## src/rtl/alu_pkg.sv

```systemverilog
// Shared ALU definitions: datapath widths and 4-bit ALU opcode encodings,
// used by the ID/EX stage and the ALU.
package alu_pkg;

    localparam int XLEN    = 32;
    localparam int REG_AW  = 5;
    localparam int ALUOP_W = 4;

    localparam logic [ALUOP_W-1:0] ALU_ADD  = 4'b0000;
    localparam logic [ALUOP_W-1:0] ALU_SUB  = 4'b1000;
    localparam logic [ALUOP_W-1:0] ALU_SLL  = 4'b0001;
    localparam logic [ALUOP_W-1:0] ALU_SRL  = 4'b1001;
    localparam logic [ALUOP_W-1:0] ALU_SRA  = 4'b1101;
    localparam logic [ALUOP_W-1:0] ALU_SLT  = 4'b0010;
    localparam logic [ALUOP_W-1:0] ALU_SLTU = 4'b0011;
    localparam logic [ALUOP_W-1:0] ALU_XOR  = 4'b0100;
    localparam logic [ALUOP_W-1:0] ALU_OR   = 4'b0110;
    localparam logic [ALUOP_W-1:0] ALU_AND  = 4'b0111;

    // Control bits that travel with an instruction; all zero in a bubble.
    typedef struct packed {
        logic reg_write;
        logic mem_read;
        logic mem_write;
        logic branch;
    } ctrl_t;

endpackage

```

## src/rtl/fwd_mux.sv

```systemverilog
// Operand forwarding for one source register: EX/MEM beats MEM/WB, x0 never forwarded.
module fwd_mux #(
    parameter int XLEN   = alu_pkg::XLEN,
    parameter int REG_AW = alu_pkg::REG_AW
) (
    input  logic [REG_AW-1:0] rs_addr,
    input  logic [XLEN-1:0]   rf_data,
    input  logic              ex_mem_reg_write,
    input  logic [REG_AW-1:0] ex_mem_rd,
    input  logic [XLEN-1:0]   ex_mem_data,
    input  logic              mem_wb_reg_write,
    input  logic [REG_AW-1:0] mem_wb_rd,
    input  logic [XLEN-1:0]   mem_wb_data,
    output logic [XLEN-1:0]   fwd_data
);

    logic ex_mem_hit;
    logic mem_wb_hit;

    assign ex_mem_hit = ex_mem_reg_write && (ex_mem_rd != '0) && (ex_mem_rd == rs_addr);
    assign mem_wb_hit = mem_wb_reg_write && (mem_wb_rd != '0) && (mem_wb_rd == rs_addr);

    always_comb begin
        fwd_data = rf_data;
        if (ex_mem_hit)
            fwd_data = ex_mem_data;
        else if (mem_wb_hit)
            fwd_data = mem_wb_data;
    end

endmodule

```

## src/rtl/id_ex_stage.sv

```systemverilog
// ID/EX pipeline register with operand forwarding, ALU operand select and
// load-use detection. Define ID_EX_PERF_EN to add stall/bubble counters.
module id_ex_stage #(
    parameter int XLEN    = alu_pkg::XLEN,
    parameter int REG_AW  = alu_pkg::REG_AW,
    parameter int ALUOP_W = alu_pkg::ALUOP_W
) (
    input  logic               iClk,
    input  logic               iRst,
    input  logic               iStall,
    input  logic               iFlush,
    input  logic               iValid,
    input  logic [XLEN-1:0]    iPc,
    input  logic [XLEN-1:0]    iRs1Data,
    input  logic [XLEN-1:0]    iRs2Data,
    input  logic [XLEN-1:0]    iImm,
    input  logic [REG_AW-1:0]  iRs1Addr,
    input  logic [REG_AW-1:0]  iRs2Addr,
    input  logic [REG_AW-1:0]  iRdAddr,
    input  logic [ALUOP_W-1:0] iAluOp,
    input  logic               iAluSrcA,
    input  logic               iAluSrcB,
    input  logic               iRegWrite,
    input  logic               iMemRead,
    input  logic               iMemWrite,
    input  logic               iBranch,
    input  logic               iExMemRegWrite,
    input  logic               iMemWbRegWrite,
    input  logic [REG_AW-1:0]  iExMemRd,
    input  logic [REG_AW-1:0]  iMemWbRd,
    input  logic [XLEN-1:0]    iExMemData,
    input  logic [XLEN-1:0]    iMemWbData,
    output logic               oValid,
    output logic [XLEN-1:0]    oDataA,
    output logic [XLEN-1:0]    oDataB,
    output logic [XLEN-1:0]    oStoreData,
    output logic [ALUOP_W-1:0] oAluOp,
    output logic [XLEN-1:0]    oPc,
    output logic [XLEN-1:0]    oImm,
    output logic [REG_AW-1:0]  oRdAddr,
    output logic               oRegWrite,
    output logic               oMemRead,
    output logic               oMemWrite,
    output logic               oBranch,
`ifdef ID_EX_PERF_EN
    output logic [31:0]        oStallCnt,
    output logic [31:0]        oBubbleCnt,
`endif
    output logic               oLoadUseHazard
);

    import alu_pkg::*;

    logic               valid_q;
    logic [XLEN-1:0]    pc_q, rs1_data_q, rs2_data_q, imm_q;
    logic [REG_AW-1:0]  rs1_addr_q, rs2_addr_q, rd_q;
    logic [ALUOP_W-1:0] alu_op_q;
    logic               src_a_q, src_b_q;
    ctrl_t              ctrl_q, ctrl_in;
    logic [XLEN-1:0]    fwd_rs1, fwd_rs2;

    // A slot without a real instruction must not write or touch memory.
    assign ctrl_in = iValid ? ctrl_t'{iRegWrite, iMemRead, iMemWrite, iBranch} : '0;

    always_ff @(posedge iClk or posedge iRst) begin
        if (iRst) begin
            valid_q    <= 1'b0;
            pc_q       <= '0;
            rs1_data_q <= '0;
            rs2_data_q <= '0;
            imm_q      <= '0;
            rs1_addr_q <= '0;
            rs2_addr_q <= '0;
            rd_q       <= '0;
            alu_op_q   <= ALU_ADD;
            src_a_q    <= 1'b0;
            src_b_q    <= 1'b0;
            ctrl_q     <= '0;
        end else if (iFlush) begin
            // Data fields hold; only what could cause side effects is killed.
            valid_q <= 1'b0;
            rd_q    <= '0;
            ctrl_q  <= '0;
        end else if (!iStall) begin
            valid_q    <= iValid;
            pc_q       <= iPc;
            rs1_data_q <= iRs1Data;
            rs2_data_q <= iRs2Data;
            imm_q      <= iImm;
            rs1_addr_q <= iRs1Addr;
            rs2_addr_q <= iRs2Addr;
            rd_q       <= iValid ? iRdAddr : '0;
            alu_op_q   <= iAluOp;
            src_a_q    <= iAluSrcA;
            src_b_q    <= iAluSrcB;
            ctrl_q     <= ctrl_in;
        end
    end

`ifdef ID_EX_PERF_EN
    always_ff @(posedge iClk or posedge iRst) begin
        if (iRst) begin
            oStallCnt  <= '0;
            oBubbleCnt <= '0;
        end else begin
            if (iStall && !iFlush)
                oStallCnt <= oStallCnt + 32'd1;
            if (iFlush || (!iStall && !iValid))
                oBubbleCnt <= oBubbleCnt + 32'd1;
        end
    end
`endif

    fwd_mux #(.XLEN(XLEN), .REG_AW(REG_AW)) u_fwd_rs1 (
        .rs_addr          (rs1_addr_q),
        .rf_data          (rs1_data_q),
        .ex_mem_reg_write (iExMemRegWrite),
        .ex_mem_rd        (iExMemRd),
        .ex_mem_data      (iExMemData),
        .mem_wb_reg_write (iMemWbRegWrite),
        .mem_wb_rd        (iMemWbRd),
        .mem_wb_data      (iMemWbData),
        .fwd_data         (fwd_rs1)
    );

    fwd_mux #(.XLEN(XLEN), .REG_AW(REG_AW)) u_fwd_rs2 (
        .rs_addr          (rs2_addr_q),
        .rf_data          (rs2_data_q),
        .ex_mem_reg_write (iExMemRegWrite),
        .ex_mem_rd        (iExMemRd),
        .ex_mem_data      (iExMemData),
        .mem_wb_reg_write (iMemWbRegWrite),
        .mem_wb_rd        (iMemWbRd),
        .mem_wb_data      (iMemWbData),
        .fwd_data         (fwd_rs2)
    );

    assign oValid     = valid_q;
    assign oPc        = pc_q;
    assign oImm       = imm_q;
    assign oRdAddr    = rd_q;
    assign oAluOp     = alu_op_q;
    assign oRegWrite  = ctrl_q.reg_write;
    assign oMemRead   = ctrl_q.mem_read;
    assign oMemWrite  = ctrl_q.mem_write;
    assign oBranch    = ctrl_q.branch;
    assign oDataA     = src_a_q ? pc_q  : fwd_rs1;
    assign oDataB     = src_b_q ? imm_q : fwd_rs2;
    assign oStoreData = fwd_rs2;

    assign oLoadUseHazard = valid_q && ctrl_q.mem_read && (rd_q != '0) && iValid &&
                            ((iRs1Addr == rd_q) || (iRs2Addr == rd_q));

endmodule
```

## config.mk

```make
export PLATFORM = sky130hd
export DESIGN_NAME = id_ex_stage
export DESIGN_NICKNAME = d
export VERILOG_FILES = /design/src/rtl/alu_pkg.sv /design/src/rtl/fwd_mux.sv /design/src/rtl/id_ex_stage.sv
export SDC_FILE = /design/constraint.sdc
export NUM_CORES = 1
export LEC_CHECK = 0
export ABC_AREA = 1
export CAP_MARGIN = 20
export CORE_AREA = 2 2 159 161
export CTS_CLUSTER_DIAMETER = 200
export DETAILED_ROUTE_END_ITERATION = 10
export DIE_AREA = 0 0 161 163
export GPL_ROUTABILITY_DRIVEN = 0
export HOLD_SLACK_MARGIN = 0.15
export PLACE_DENSITY = 0.73
export SYNTH_ARGS = -nofsm -noshare
export SYNTH_HDL_FRONTEND = slang
export SYNTH_SLANG_ARGS = --single-unit
export TNS_END_PERCENT = 5
```

## constraint.sdc

```tcl
create_clock -name iClk -period 5.9 [get_ports iClk]
set_input_delay 0.885 -clock iClk [delete_from_list [all_inputs] [get_ports iClk]]
set_output_delay 0.885 -clock iClk [all_outputs]
set_load 0.02 [all_outputs]
```

# Yosys cells after proc, flatten, opt, wreduce, memory -nomap -nowiden
# Index checks and enable logic that the tools add are counted.
word_totals:
  reg_bits: 154
  in_bits: 234
  out_inout_bits: 175
op_classes:
  n_eq_ne: 7
  muxes: 14
  bitwise_logic: 2
  reduce_logical: 15
op_table:
  columns: ["cell", "n"]
  rows:
  - ["32-bit two-way mux", 6]
  - ["5-bit == test", 6]
  - ["5-bit two-way mux", 3]
  - ["5-bit nonzero test", 3]
  - ["4-bit two-way mux", 3]
  - ["1-bit logical AND", 10]
  - ["1-bit two-way mux", 2]
  - ["2-bit by 1-bit inequality test with 1-bit output (second input constant)", 1]
  - ["1-bit NOT", 2]
  - ["2-bit AND reduction", 1]
  - ["1-bit logical OR", 1]

# Logic depth before layout (Yosys ltp)
logic_depth:
  word_depth: 6
  depth_mapped: 11
  mapped_depth_nobuf: 10

# Hierarchy
# From an unflattened synthesis, not the netlist that was laid out.
hier_totals:
  cells_unflattened: 1255
  area_unflattened_um2: 9928.3
by_module_without_submodules:
  columns: ["module", "n_inst", "cells_each", "area_per_inst_um2", "seq_area_each_um2"]
  rows:
  - ["id_ex_stage", 1, 659, 7095.6, 3853.7]
  - ["fwd_mux", 2, 298, 1416.4, 0.0]

# Least setup slack after synthesis
# No wires, ideal clock.
synth_path:
  path_kind: "input to output"
  from: "in iExMemRd[2]"
  to: "out oStoreData[10]"
  arrival_time_ns: 1.876
  t_required_ns: 5.015
  path_slack_ns: 3.139
  cell_stages: 7
  cell_sequence: "nor2_1 -> nand2_1 -> o21ai_4 -> nand3b_4 -> buf_6 -> nand3_2 -> and2_1"
synth_via:
  elab_chain_len: 4
synth_lines:
  columns: ["item", "line_no", "source"]
  rows:
  - ["from (decl)", "id_ex_stage.sv:29", "input logic [REG_AW-1:0] iExMemRd,"]
  - ["5-bit nonzero test", "fwd_mux.sv:20", "assign ex_mem_hit = ex_mem_reg_write && (ex_mem_rd != '0) && (ex_mem_rd == rs_addr);"]
  - ["1-bit logical AND", "fwd_mux.sv:20", null]
  - ["1-bit logical AND (*)", "fwd_mux.sv:20", null]
  - ["32-bit two-way mux (*)", "fwd_mux.sv:25", "if (ex_mem_hit)"]
  - ["to (decl)", "id_ex_stage.sv:36", "output logic [XLEN-1:0] oStoreData,"]
# Mark *: on every way between the ends. The rest lies on a longest branch, timed or not.

# Final worst setup path
layout_path:
  from: "in iMemWbRd[2]"
  to: "out oStoreData[21]"
layout_via:
  elab_chain_len: 5
layout_lines:
  columns: ["item", "line_no", "source"]
  rows:
  - ["from (decl)", "id_ex_stage.sv:30", "input logic [REG_AW-1:0] iMemWbRd,"]
  - ["5-bit nonzero test", "fwd_mux.sv:21", "assign mem_wb_hit = mem_wb_reg_write && (mem_wb_rd != '0) && (mem_wb_rd == rs_addr);"]
  - ["1-bit logical AND", "fwd_mux.sv:21", null]
  - ["1-bit logical AND (*)", "fwd_mux.sv:21", null]
  - ["32-bit two-way mux (*)", "fwd_mux.sv:27", "else if (mem_wb_hit)"]
  - ["32-bit two-way mux (*)", "fwd_mux.sv:25", null]
# Marked as above.

==> reports/summary.txt <==
======================================================================================
Status                                                                    complete, no violations
DRT antenna net count                                                                0
RSZ-0062 raised after global routing                                             false
Post-detailed-route DRC marker count                                                 0
Hold violation count in the final report                                             0
CTS-repair resized insts                                                             0
Core utilization of the finished layout                                          57.2%
Clock slew at the register clock pins of the worst setup and hold paths        0.06 ns
Global-route usage over all layers                                               26.9%
Gr ovfl total                                                                        0
Die width                                                                       161 µm
Worst-case hold path end point                                            rs1_data_q[31]$_DFFE_PP0P_
Number of instances in the synthesized netlist                                    1078
DR iter-0 viols                                                                    676
Part of the cycle the worst path needs                                           78.7%
Power per cell area                                                         290 nW/µm²
Mean instance size in the synthesized netlist                                 8.58 µm²
Worst hold path startpoint                                                rs1_data_q[31]$_DFFE_PP0P_
Max Root-Sink Buffers                                                                2
Share of final-layout standard cells stronger than drive strength 1              15.0%
Cell chosen for the clock root                                               clkbuf_16
Final Instance Count excl. Fillers                                                1794
Category of the critical setup timing path                                input pin to output pin
Post-CTS Hold Fix Bufs                                                               0
Count of input and output buffers                                                  408
Final routed wire length divided by cell count                                 19.9 µm
First-pass detailed-route iteration total                                            5
Sum of negative setup slack                                                       0 ns
Vias in the first global route                                                    9288
Final Max Slew Viols                                                                 0
Number of buffers created by CTS                                                    17
Number of stages on the worst hold path                                              1
Number of buffers inserted to repair setup after CTS                                 0
Critical path fanouts, max                                                          32
Max frequency                                                                  215 MHz
Synthesized flop and latch total                                                   154
Worst slew pin tran                                                           0.924 ns
Placement Rows                                                                      58
Routed vias                                                                       9211
Critical-path top delay cell                                                    nor2_4
Die outline height                                                              163 µm
TritonCTS clock tree                                                              done
Internal reg-to-reg setup slack                                                4.31 ns
Critical Path RT                                                               5.02 ns
Cell-by-cell listing of the critical path                                 clkdlybuf4s50_1, inv_1, nand2_1, nand4_1, nor2_4, nand3_1, nand3_2, and2_1, clkdlybuf4s50_1
Total Wirelength                                                              35700 µm
Max-cap violations                                                                   0
Class of the worst hold path                                              flop to flop
CTS HTree Levels                                                                     4
Number of distinct standard cells referenced by the synthesized netlist             29
Final setup viols                                                                    0
Layout Area Growth over Synthesis                                                52.5%
Core area                                                                    24700 µm²
Die area                                                                     26200 µm²
Worst r2r dst                                                             src_a_q$_DFFE_PP0P_
Later-pin clock latency in the skew report                                     0.42 ns
Global-route wire length before repair                                        53800 µm
Startpoint of the most critical register-to-register path                 src_a_q$_DFFE_PP0P_
Arrival @ worst endpoint                                                       3.76 ns
Yosys warnings                                                                       0
Minimum clock period after layout                                              4.64 ns
Final Skew                                                                        0 ns
Placed cell count                                                                 1761
Worst setup EP type                                                         output pin
Routed via count divided by cell count                                            5.13
Syn_nets                                                                          1312
Critical path's most frequent cell                                        clkdlybuf4s50_1
Pin count of the biggest net entering global routing                               145
Reported leakage power                                                      0.00636 µW
Worst Setup Start Kind                                                       input pin
Delay of the slowest critical-path stage                                       0.75 ns
Top Ports                                                                          409
Net count, final                                                                  1684
Initial cell density of the core                                                 37.5%
HPWL reported at the end of detailed placement                                25600 µm
Path depth of the worst reg2reg path                                                 3
Sequential area share after synthesis                                            41.7%
Netlist area before placement                                                 9250 µm²
Relative slew slack                                                              38.3%
Antenna violations before repair                                                     2
TritonCTS sink count                                                               154
IR Drop Worst-Case VDD                                                      0.000198 V
======================================================================================
## through the flow
step	setup WS, ns	total power, µW	instance area (µm²)	hold WS [ns]
after detailed placement	1.25	2910	13500	0.496
after global placement	1.29	2890	13500	0.490
final	1.26	4090	14100	0.507
after CTS	1.25	4120	14100	0.510
after floorplan	0.865	2130	9250	0.481
after global routing	1.10	4280	14100	0.521
## state kept, by name (all words and copies together), names as in the netlist, 4 cells and up
name	cells
oPc	32
rs1_addr_q	5
rs1_data_q	32
oAluOp	4
oRdAddr	5
rs2_addr_q	5
rs2_data_q	32
oImm	32
## how the worst max path moves through the flow
stage	cells after the start	end	startpoint
5_1_grt	10	oDataB[9]	iMemWbRd[2]
2_1_floorplan	1	oAluOp[0]$_DFFE_PP0P_	iRst
4_1_cts	8	oStoreData[21]	iExMemRd[0]
6_report	9	oStoreData[21]	iMemWbRd[2]
3_5_place_dp	8	oStoreData[21]	iExMemRd[0]
3_3_place_gp	8	oStoreData[21]	iExMemRd[0]
## worst max-delay path, delay by kind of cell
family                 cells  cell delay (ns)
buffers and inverters      3             1.29
and+or+nand+nor            6             1.56
## layer usage
layer / routed length [µm] / GRT usage [%] / vias to the layer above
met3: 3050 / 6.82 / 66
met1: 14400 / 33.7 / 4385
met4: 1190 / 9.70 / 0
met2: 17100 / 45.1 / 474
li1: - / - / 4286
met5: 0 / 0 / -
## cells in the mapped netlist (all sizes together)
cell    instances  share of area, %
xor2           10              0.95
o21ai          11              0.72
nand4           4              0.27
mux2          136                17
clkbuf         11              0.49
xnor2          15               1.4
buf            58               3.9
inv            81               3.3
nand2         297                12
and2           32               2.2
nor2           14              0.95
dfrtp         154                42
nand3b          1              0.22
clkinv          2             0.081
nand3         247                15
a21oi           3              0.20
nor3            2              0.23
## area by class of cell
class / instances / area, µm²
Timing Repair Buffer: 422 / 4200
Tap cell: 330 / 413
Clock buffer: 19 / 433
Sequential cell: 154 / 3850
Multi-Input combinational cell: 772 / 4700
Clock inverter: 12 / 189
Inverter: 83 / 317
Antenna cell: 2 / 5.00
Fill cell: 2208 / 10600
## cells in the final DEF (no fill, tap or decap), drive strengths merged, types with 11 or more instances in the layout
cell type / instances
xnor2: 15
nor2: 14
mux2: 136
nand3: 247
inv: 85
dfrtp: 154
buf: 14
clkdlybuf4s50: 408
clkbuf: 19
and2: 32
nand2: 297
o21ai: 11
## cell families after synthesis
group	count (synthesis)	synth area share, %
AO/OA/AOI/OAI	14	0.920
flip-flops	154	41.7
buffers and inverters	152	7.78
multiplexers	136	16.6
XOR/XNOR	25	2.37
AND/OR/NAND/NOR	597	30.7
## power breakdown
part / total (µW) / internal, µW / switching (µW)
Clock: 1190 / 715 / 478
Combinational: 1580 / 756 / 825
Sequential: 1310 / 1200 / 110
No activity file was read; power rests on OpenSTA's default activity.
